`config.mk`:
```
export PLATFORM = sky130hd
export DESIGN_NAME = mic_dc_block
export DESIGN_NICKNAME = d
export VERILOG_FILES = /design/src/rtl/audio_pkg.sv /design/src/rtl/mic_peak_meter.sv /design/src/rtl/mic_dc_block.sv
export SDC_FILE = /design/constraint.sdc
export NUM_CORES = 1
export LEC_CHECK = 0
export BUFFER_PORTS_ARGS = -buffer_cell sky130_fd_sc_hd__buf_4
export CORE_UTILIZATION = 44
export DETAILED_ROUTE_END_ITERATION = 12
export PLACE_DENSITY = 0.61
export SETUP_SLACK_MARGIN = 0.4
export SKIP_LAST_GASP = 1
export SLEW_MARGIN = 0
export SYNTH_ARGS = -nofsm -noshare
export SYNTH_HDL_FRONTEND = slang
export SYNTH_SLANG_ARGS = --single-unit
```
`constraint.sdc`:
```
create_clock -name clk -period 3.6 [get_ports clk]
set_input_delay 0.18 -clock clk [delete_from_list [all_inputs] [get_ports clk]]
set_output_delay 0.18 -clock clk [all_outputs]
set_load 0.01 [all_outputs]
```
`src/rtl/audio_pkg.sv`:
```
// Shared constants and FSM encoding for the microphone conditioning path.
package audio_pkg;

  localparam int IN_W_DEF  = 12;
  localparam int OUT_W_DEF = 24;

  // Offset-binary zero point of the 12-bit microphone code.
  localparam logic [IN_W_DEF-1:0] MIDSCALE = 12'h800;

  // Saturation limits for the default output width.
  localparam logic [OUT_W_DEF-1:0] OUT_MAX = 24'h7FFFFF;
  localparam logic [OUT_W_DEF-1:0] OUT_MIN = 24'h800000;

  typedef enum logic [1:0] {
    ST_IDLE = 2'd0,
    ST_CALC = 2'd1,
    ST_SAT  = 2'd2
  } state_e;

endpackage

```
`src/rtl/mic_peak_meter.sv`:
```
// Peak-hold level meter: instant attack, one-step decay every DECAY_DIV outputs.
module mic_peak_meter
  import audio_pkg::*;
#(
  parameter int OUT_W     = OUT_W_DEF,
  parameter int DECAY_DIV = 256
)(
  input  logic             clk,
  input  logic             rst,
  input  logic [OUT_W-1:0] sample,
  input  logic             strobe,
  output logic [7:0]       level
);

  localparam int CNT_W = (DECAY_DIV > 1) ? $clog2(DECAY_DIV) : 1;

  logic [OUT_W-1:0] mag_raw, mag, thr;
  logic [7:0]       cand, level_q;
  logic [CNT_W-1:0] cnt_q;
  logic             wrap, capture;

  // Magnitude of the sample; |-2^(OUT_W-1)| does not fit, so pin it to the max.
  always_comb begin
    mag_raw = sample[OUT_W-1] ? (~sample + 1'b1) : sample;
    mag     = mag_raw[OUT_W-1] ? {1'b0, {(OUT_W-1){1'b1}}} : mag_raw;
    cand    = mag[OUT_W-2 -: 8];
    // cand > level is the same as mag reaching the next level step; comparing
    // the full magnitude against that step keeps the low bits meaningful.
    thr     = {({1'b0, level_q} + 9'd1), {(OUT_W-9){1'b0}}};
    capture = (mag >= thr);
    wrap    = (cnt_q == CNT_W'(DECAY_DIV - 1));
  end

  // Capture beats decay; the decay counter advances on every output sample.
  always_ff @(posedge clk or negedge rst) begin
    if (!rst) begin
      level_q <= '0;
      cnt_q   <= '0;
    end else if (strobe) begin
      if (capture)
        level_q <= cand;
      else if (wrap && level_q != 8'd0)
        level_q <= level_q - 8'd1;
      cnt_q <= wrap ? '0 : cnt_q + 1'b1;
    end
  end

  assign level = level_q;

endmodule

```
`src/rtl/mic_dc_block.sv`:
```
// Offset-binary mic samples -> signed, DC-removed, saturated I2S-width audio.
module mic_dc_block
  import audio_pkg::*;
#(
  parameter int IN_W       = IN_W_DEF,
  parameter int OUT_W      = OUT_W_DEF,
  parameter int POLE_SHIFT = 8,
  parameter int DECAY_DIV  = 256
)(
  input  logic             clk,
  input  logic             rst,
  input  logic [IN_W-1:0]  in_data,
  input  logic             in_wr,
  input  logic             bypass,
  output logic [OUT_W-1:0] out_data,
  output logic             out_valid,
  output logic [7:0]       level,
  output logic             overrun
);

  // Three guard bits cover x - x_prev + y_prev without wrap.
  localparam int ACC_W = OUT_W + 3;
  localparam logic [IN_W-1:0] MID = {1'b1, {(IN_W-1){1'b0}}};
  localparam logic signed [ACC_W-1:0] LIM_HI = {{(ACC_W-OUT_W+1){1'b0}}, {(OUT_W-1){1'b1}}};
  localparam logic signed [ACC_W-1:0] LIM_LO = {{(ACC_W-OUT_W+1){1'b1}}, {(OUT_W-1){1'b0}}};

  state_e                  state_q, state_d;
  logic                    busy_wr;
  logic signed [OUT_W-1:0] x_in, x_q, x_prev_q, y_prev_q, sat_val;
  logic signed [ACC_W-1:0] xe, xpe, ype, acc_d, acc_q;
  logic                    byp_q;
  logic [OUT_W-1:0]        out_data_q;
  logic                    out_valid_q, overrun_q;

  // Flipping the MSB turns offset binary into two's complement; left-align to OUT_W.
  assign x_in = {in_data ^ MID, {(OUT_W-IN_W){1'b0}}};

  // Next state; any write that arrives while a sample is in flight is a drop.
  always_comb begin
    state_d = state_q;
    busy_wr = 1'b0;
    unique case (state_q)
      ST_IDLE: if (in_wr) state_d = ST_CALC;
      ST_CALC: begin
        state_d = ST_SAT;
        busy_wr = in_wr;
      end
      ST_SAT: begin
        state_d = ST_IDLE;
        busy_wr = in_wr;
      end
      default: state_d = ST_IDLE;
    endcase
  end

  // Leaky-integrator high-pass: y = x - x_prev + y_prev*(1 - 2^-POLE_SHIFT), then clip.
  always_comb begin
    xe    = {{(ACC_W-OUT_W){x_q[OUT_W-1]}}, x_q};
    xpe   = {{(ACC_W-OUT_W){x_prev_q[OUT_W-1]}}, x_prev_q};
    ype   = {{(ACC_W-OUT_W){y_prev_q[OUT_W-1]}}, y_prev_q};
    acc_d = bypass ? xe : (xe - xpe + ype - (ype >>> POLE_SHIFT));
    if (acc_q > LIM_HI)
      sat_val = LIM_HI[OUT_W-1:0];
    else if (acc_q < LIM_LO)
      sat_val = LIM_LO[OUT_W-1:0];
    else
      sat_val = acc_q[OUT_W-1:0];
  end

  // FSM state register.
  always_ff @(posedge clk or negedge rst) begin
    if (!rst) state_q <= ST_IDLE;
    else      state_q <= state_d;
  end

  // Filter datapath: capture in IDLE, accumulate in CALC, clip and publish in SAT.
  always_ff @(posedge clk or negedge rst) begin
    if (!rst) begin
      x_q         <= '0;
      x_prev_q    <= '0;
      y_prev_q    <= '0;
      acc_q       <= '0;
      byp_q       <= 1'b0;
      out_data_q  <= '0;
      out_valid_q <= 1'b0;
      overrun_q   <= 1'b0;
    end else begin
      out_valid_q <= 1'b0;
      overrun_q   <= overrun_q | busy_wr;
      unique case (state_q)
        ST_IDLE: if (in_wr) x_q <= x_in;
        ST_CALC: begin
          acc_q    <= acc_d;
          x_prev_q <= x_q;
          byp_q    <= bypass;
        end
        ST_SAT: begin
          out_data_q  <= sat_val;
          // Bypassed samples must not seed the feedback path.
          y_prev_q    <= byp_q ? '0 : sat_val;
          out_valid_q <= 1'b1;
        end
        default: ;
      endcase
    end
  end

  mic_peak_meter #(
    .OUT_W     (OUT_W),
    .DECAY_DIV (DECAY_DIV)
  ) u_meter (
    .clk    (clk),
    .rst    (rst),
    .sample (out_data_q),
    .strobe (out_valid_q),
    .level  (level)
  );

  assign out_data  = out_data_q;
  assign out_valid = out_valid_q;
  assign overrun   = overrun_q;

endmodule

```
After elaboration in Yosys (flattened, before gate mapping)
Cells that the tools add are included.

storage, ports and cells
  flip-flop bits (word level) = 120
  bits of input ports = 16
  output and inout bits = 34

cells by class
  $add $sub $neg = 7
  order comparisons = 3
  equal/unequal tests = 4
  muxes and demuxes = 13
  bitwise logic cells = 3
  reduce and logical (&&, ||, !) cells = 7

operators with widths
  kind                   number
  $mux 24                4
  $gt 27x24->1 const B   1
  $lt 27x24->1 const B   1
  $mux 27                1
  $sub 26x16->27         1
  $add 25x24->26         1
  $sub 24x24->25         1
  $add 24x1->24 const B  1
  $ge 24x24->1           1
  $mux 8                 3
  $not 24->24            1
  $mux 23                1
  $add 8x1->9 const B    1
  $add 8x1->8 const B    1
  $eq 8x8->1 const B     1
  $reduce_bool 8->1      1
  $sub 8x1->8 const B    1
  $pmux 2 s2             1
  $reduce_and 2->1       2
  $eq 2x1->1 const B     1
  $eq 2x2->1 const B     1
  $logic_not 2->1        1
  $mux 1                 2
  $mux 2                 1
  other kinds (6)        6

Longest topological paths before layout
Gate-level depths: netlist of run 1.

  depth in word-level cells = 7
  gate-level depth with buffers = 17

Hierarchy
From an unflattened synthesis of run 1, not the netlist that was laid out.

unflattened totals
  cells, all modules = 882
  area total of the unflattened synthesis = 8348.0 sq um

modules (own cells, without submodules)
  module          times used  cells an instance  area an instance (sq um)
  mic_dc_block    1           640                6372.4
  mic_peak_meter  1           242                1975.6

Worst setup path before layout of run 1
No wires, ideal clock.

  path kind = reg2reg
  from = register out_data_q[5] (netlist: out_data[5])
  to = register u_meter.level_q[4] (netlist: u_meter.level[4])
  setup time = 0.124 ns
  data arrival time = 3.893 ns
  path slack = -0.417 ns
  cell stages (with the launch flop) = 17
  path buffers = 1
  clock period less this slack = 4.017 ns
  cells stage by stage = dfrtp_1 > nor4_4 > nand4_1 > or3_1 > or2_0 > a21oi_1 > a31oi_1 > ha_1 > and4_1 > nand4_1 > nor3b_1 > o2111a_1 > nand4_1 > o21a_1 > buf_6 > or4_1 > nor3b_1

between the ends
  cells in the longest elaborated chain, start to end = 7

ends and longest elaborated chain
  item                                RTL line              RTL
  start, declared                     mic_dc_block.sv:32    logic [OUT_W-1:0] out_data_q;
  start signal, assigned              mic_dc_block.sv:98    out_data_q <= sat_val;
  $not 24->24                         mic_peak_meter.sv:24  mag_raw = sample[OUT_W-1] ? (~sample + 1'b1) : sample;
  $add 24x1->24                       mic_peak_meter.sv:24
  $mux 24 *                           mic_peak_meter.sv:24
  $mux 23 *                           mic_peak_meter.sv:25  mag = mag_raw[OUT_W-1] ? {1'b0, {(OUT_W-1){1'b1}}} : mag_raw;
  $ge 24x24->1                        mic_peak_meter.sv:30  capture = (mag >= thr);
  $reduce_bool 2->1 (no source line)  n/a
  $reduce_and 2->1 (no source line)   n/a
  end signal, assigned                mic_peak_meter.sv:41  level_q <= cand;
  end signal, assigned                mic_peak_meter.sv:43  level_q <= level_q - 8'd1;
  end, declared                       mic_peak_meter.sv:18  logic [7:0] cand, level_q;

Mark *: on every way between the ends. The rest lies on a longest branch, timed or not.
A chain may end at the register's enable or synchronous reset.

Final worst setup path of run 1
  from = register out_data_q[15] (netlist: out_data[15])
  to = register u_meter.level_q[4] (netlist: u_meter.level[4])

Same word-level chain as after synthesis.

==> run summary, run 1 <==
status: finished, violations left
failing checks: design-rule violations, negative setup slack
slowest CP cell: or4_1
synth warn: 0
Final min period: 3880 ps
# setup viols final: 8
DP Wirelength: 15300 um
layout cells sized above 1: 0.287
Avg Cell Area, Syn: 9.40 um^2
vias in the first global route: 6646
drt wl/cell: 17.7 um
Synth async-reset ratio: 1.00
die area: 0.0188 mm^2
worst hold slack: 180 ps
total routed wirelength: 22000 um
pre-CTS setup slack: -355 ps
DR vias: 6978
Initial Util: 0.448
Worst-Margin Slew: 741 ps
Worst Hold Launch: bypass
root buf cell: clkbuf_16
Clock Tree Buf Depth: 2
FP Rows: 49
IO Pins: 50
H-Tree Depth: 4
commonest register cell after synthesis: dfrtp_1
CTS Sinks: 120
CTS tree: yes
FF-to-FF path depth: 15
register bit total from synthesis: 120
Nets: 1106
commonest non-fill, non-tap cell in the layout: buf_4
reg-to-reg startpoint: out_data[15]
Die Height: 137 um
post-synthesis cell count: 857
Clock Skew: 9.01 ps
min-delay worst type: primary input to register
Arr. time, crit path: 4180 ps
R2R Path End: u_meter.level[4]
Mapped Nets: 961
Antenna Nets Post-Route: 0
synth unique cells: 75
Worst Hold Depth: 3
DR pass1 iterations: 9
fill cell count: 1518
antenna violations before repair: 0
first-pass GRT wire length: 34300 um
Avg Vias per Cell: 5.62
post-synth top area share: 0.373
CTS Buf Count: 17
CP Buf/Inv Count: 0
routability cong.: 0.932
max-cap violation count: 0
core area: 0.0180 mm^2
Iteration-0 DRC Markers: 356
critical path required time: 3900 ps
Clk Latency, worst-skew pair: 420 ps
Remaining DRCs: 2
All-Layer GR Usage: 0.243
hold path endpoint: acc_q[19]
Netlist Area Pre-Place: 0.00805 mm^2
grt total ovfl: 0
most frequent cells in the layout: buf_4 (141), inv_1 (118), dfrtp_1 (117)
Slew Viols, Final: 0
critical path class: register to register
Crit. End Element: register
highest clock rate: 0.258 GHz
final worst-path cycle share: 1.08
Worst slew margin: 0.505
die width: 137 um
crit-path cells: or3_4 > or2_4 > or3_4 > or2_0 > a21oi_1 > a31oi_1 > ha_1 > and4_1 > nand4_1 > nor3b_2 > o2111a_1 > nand4_1 > o21a_1 > or4_1 > nor3b_2
worst setup margin: -279 ps
Post-synth EDFFs: 0
setup slack, reg-to-reg: -280 ps
top post-synthesis cells by area: dfrtp_1 (37%), ha_1 (9.6%), fa_1 (6.5%), inv_1 (5.8%), o22ai_1 (3.8%)
CP max FO: 2
# port buffers: 49
total negative setup slack: -1800 ps
sequential-to-total area share from yosys stat: 0.373
largest net degree at the start of global routing: 91
Slowest Stage Delay on Critical Path: 450 ps
Area Growth Syn to Fin: 31.0%
Post-Route Utilization: 0.587
Reg clk slew, reported paths: 60 ps
CP top delay family: simple AND/OR/NAND/NOR gates
Antenna Cells: 0
Startpoint Class: register
Yosys top cell by area: dfrtp_1
RSZ-0062 raised after global routing: yes
final-report hold violation count: 0
layer usage:
metal,track usage,wire length (um),up-vias
met4,0.0824,474,0
li1,-,-,3339
met5,0,0,-
met1,0.322,10100,3431
met2,0.400,10600,175
met3,0.0412,803,33
cells by family after synthesis:
kind of cell    synth area share
flops                      0.373
buf+inv                   0.0750
compound gates             0.178
xor+xnor                  0.0315
simple gates               0.139
fa+ha+maj                  0.161
mux                       0.0427
metrics by stage:
| step | instances | cell area, um^2 |
|---|---|---|
| floorplan | 857 | 8180 |
| global placement | 1170 | 9230 |
| detailed placement | 1170 | 9230 |
| CTS | 1228 | 10300 |
| global route | 1242 | 10500 |
| finish | 1242 | 10500 |
timing repair:
action | CTS | global route
hold buffers | 14 | 0
hold endpoints to repair | 43 | 0
setup endpoints to repair | 15 | 20
buffers inserted | 14 | 14
gates resized for setup | 43 | 36
pin swaps | 36 | 25
worst max-delay path by stage:
stage                     slack, ps  cells after the start          from                to
after CTS                      -250                     17  out_data[15]  u_meter.level[1]
after global placement         -200                     17   out_data[2]  u_meter.level[3]
after floorplan                -300                     16  out_data[15]  u_meter.level[4]
after detailed placement       -360                     17   out_data[2]  u_meter.level[3]
after global routing           -510                     15   out_data[3]  u_meter.level[4]
final                          -280                     15  out_data[15]  u_meter.level[4]
state kept, by name, summed over array words and instances, names as in the netlist, 2 cells and up:
| name | count |
|---|---|
| acc_q | 27 |
| out_data | 24 |
| x_prev_q | 12 |
| y_prev_q | 24 |
| u_meter.cnt_q | 8 |
| state_q | 2 |
| u_meter.level | 8 |
| x_q | 12 |
Yosys cell counts (all sizes together) (4+ instances only):
| master | count |
|---|---|
| inv | 124 |
| dfrtp | 120 |
| ha | 62 |
| nor2 | 55 |
| o22ai | 49 |
| nand2 | 43 |
| a21oi | 39 |
| o21ai | 34 |
| clkbuf | 28 |
| mux2 | 27 |
| fa | 26 |
| nand3 | 22 |
| xnor2 | 22 |
| a21o | 17 |
| nor3 | 17 |
| nor4 | 15 |
| nand4 | 11 |
| a31oi | 8 |
| and3 | 8 |
| or3 | 8 |
| nor2b | 7 |
| or2 | 7 |
| xor2 | 7 |
| buf | 6 |
| a211oi | 5 |
| nand2b | 5 |
| o211ai | 5 |
| o21a | 5 |
| o31ai | 5 |
| a22o | 4 |
| a31o | 4 |
| mux2i | 4 |
| nand3b | 4 |
| o41ai | 4 |
area by class of cell:
type,count,area [um^2],share of cell area
clock buffers,22,474,0.0450
clock inverters,8,97.6,0.00925
inverters,125,469,0.0445
multi-input cells,578,4950,0.469
flip-flops and latches,120,3010,0.285
well taps,229,287,0.0272
repair buffers,160,1260,0.120
worst min-delay path: stages:
cell     delay, ps
buf_4          200
nand2_1         90
a31oi_1         70
Power of run 1 is not shown: default switching activity piles up to over one toggle a cycle in this logic, so the estimate is an artifact.
==> inputs of run 2 (changes only) <==
Settings changed: BUFFER_PORTS_ARGS -buffer_cell sky130_fd_sc_hd__buf_4 to default, CORE_MARGIN from default to 1, DONT_BUFFER_PORTS from default to 1, PLACE_DENSITY 0.61 to 0.59.
==> run 2 against run 1 <==
  * The run ends with negative setup slack left
  * Fmax fell by 0.11%
  * Clock-buffer cell count fell by 2
  * First-iteration DRC count rose by 27%
  * Hold slack got worse by 150 ps
  * Design area fell by 3.3%
  * Clock skew fell by 1.5 ps
  * Setup slack got worse by 4.1 ps
  * Critical path depth did not move
  * Global-route usage rose by 0.93 points
  * Via count fell by 1.8%
  * Routed wire length rose by 1.5%
  * Die area did not move
  * Critical path type unchanged
==> run summary, run 2 (synthesized netlist as in run 1, its figures left out) <==
status: finished, violations left
failing checks: negative setup slack
core area: 0.0180 mm^2 (unchanged)
Antenna Nets Post-Route: 0 (unchanged)
FP Rows: 49 (unchanged)
setup slack, reg-to-reg: -280 ps (about the same)
Area Growth Syn to Fin: 26.6%
Die Height: 137 um (unchanged)
die area: 0.0188 mm^2 (unchanged)
RSZ-0062 raised after global routing: yes
max-cap violation count: 0 (unchanged)
Crit. End Element: register
final-report hold violation count: 0 (unchanged)
final worst-path cycle share: 1.08 (+0.00114)
Slew Viols, Final: 0 (unchanged)
IO Pins: 50 (unchanged)
pre-CTS setup slack: -335 ps (+20.5 ps)
Iteration-0 DRC Markers: 453 (+27%)
die width: 137 um (unchanged)
routability cong.: 0.896 (-3.9%)
Clock Tree Buf Depth: 2 (unchanged)
Remaining DRCs: 0 (-2)
antenna violations before repair: 0 (unchanged)
Worst slew margin: 0.540 (+0.0349)
Clk Latency, worst-skew pair: 430 ps (about the same)
layout cells sized above 1: 0.244 (-0.0429)
Largest register FFs: 27 (unchanged)
min-delay worst type: primary input to register
critical path required time: 3910 ps (about the same)
CTS tree: yes
Worst-Margin Slew: 680 ps (-61.1 ps)
H-Tree Depth: 4 (unchanged)
Antenna Cells: 0 (unchanged)
largest net degree at the start of global routing: 121 (+33%)
fill cell count: 1560 (+2.8%)
All-Layer GR Usage: 0.252 (+0.00933)
DR vias: 6849 (-1.8%)
DP Wirelength: 15700 um (+3.0%)
drt wl/cell: 18.6 um (+5.2%)
DR pass1 iterations: 4 (-5)
first-pass GRT wire length: 36000 um (+4.9%)
Avg Vias per Cell: 5.71 (+1.7%)
CP max FO: 2 (unchanged)
most frequent cells in the layout: inv_1 (117), dfrtp_1 (117), buf_4 (93)
highest clock rate: 0.258 GHz (-0.11%)
CTS Sinks: 120 (unchanged)
root buf cell: clkbuf_16
Arr. time, crit path: 4200 ps (+20 ps)
# setup viols final: 8 (unchanged)
grt total ovfl: 0 (unchanged)
largest reg by FF count: acc_q
vias in the first global route: 6911 (+4.0%)
critical path class: register to register
Initial Util: 0.448 (unchanged)
total routed wirelength: 22300 um (+1.5%)
Reg clk slew, reported paths: 50 ps (about the same)
Final min period: 3880 ps (+4.12 ps)
worst setup margin: -283 ps (-4.12 ps)
Clock Skew: 7.49 ps (-1.52 ps)
Startpoint Class: register
CTS Buf Count: 17 (unchanged)
# port buffers: 0 (-100%)
Nets: 1061 (-4.1%)
[run 2: changes by cell type in the layout (fill, tap and decap cells not counted), moves of 2 or more]
cell	change
a21oi_2	-2
a211oi_2	-2
clkinv_4	+2
buf_6	+2
bufinv_16	+2
o41ai_2	-2
ha_2	+2
nor4_2	-2
nor4_1	+3
nand3_2	-2
buf_4	-48
a211oi_1	+2
[run 2: stage by stage]
step / utilization / hold WS [ps] / TNS, ps / instances / area, um^2
final: 0.568 / 30.2 / -1680 / 1199 / 10200
after global routing: 0.568 / 29.9 / -3700 / 1199 / 10200
after CTS: 0.561 / 6.84 / -1630 / 1193 / 10100
after detailed placement: 0.495 / -109 / -2340 / 1126 / 8890
after global placement: 0.495 / -109 / -1930 / 1126 / 8890
after floorplan: - / -116 / -470 / 857 / 8180
[run 2: cell type report]
| type | count | area [um^2] | area share |
|---|---|---|---|
| Clock buffer | 20 | 457 | 0.0448 |
| Clock inverter | 12 | 175 | 0.0172 |
| Inverter | 125 | 469 | 0.0460 |
| Multi-Input combinational cell | 578 | 4860 | 0.477 |
| Sequential cell | 120 | 3010 | 0.295 |
| Tap cell | 229 | 287 | 0.0281 |
| Timing Repair Buffer | 115 | 943 | 0.0925 |
[run 2: what timing repair did]
action / in CTS / in global routing
hold endpoints to repair: 143 / 0
hold buffers: 16 / 0
pin swaps: 50 / 14
resized for setup: 46 / 20
setup endpoints to repair: 16 / 21
buffers inserted: 19 / 6
[run 2: path summary, 6_finish.rpt]
| check | cells after the start | to | start |
|---|---|---|---|
| setup / recovery | 15 | u_meter.level[4] | out_data[16] |
| hold / removal | 2 | acc_q[25] | bypass |
| setup reg to reg | 15 | u_meter.level[4] | out_data[16] |
| hold reg to reg | 2 | acc_q[0] | acc_q[0] |
| max in group asynchronous | 2 | x_q[16] | rst |
| min in group asynchronous | 2 | out_data[5] | rst |
[run 2: critical path, cell delays in order (launching register included)]
cell      delay (ps)
dfrtp_1          370
or3_4            390
or2_4            260
or3_4            370
or2_0            210
a21oi_1          120
a31oi_1           70
ha_1             310
and4_1           180
nand4_1          120
nor3b_2          180
o2111a_1         200
nand4_1          160
o21a_1           230
or4_1            460
nor3b_1          150
[run 2: layer usage]
layer	global-route usage	vias up	wire, um
met5	0	-	0
met4	0.101	0	710
met3	0.0464	50	1160
met2	0.410	188	10700
met1	0.330	3372	9750
li1	-	3239	-
Power of run 2 is left out for the same reason.
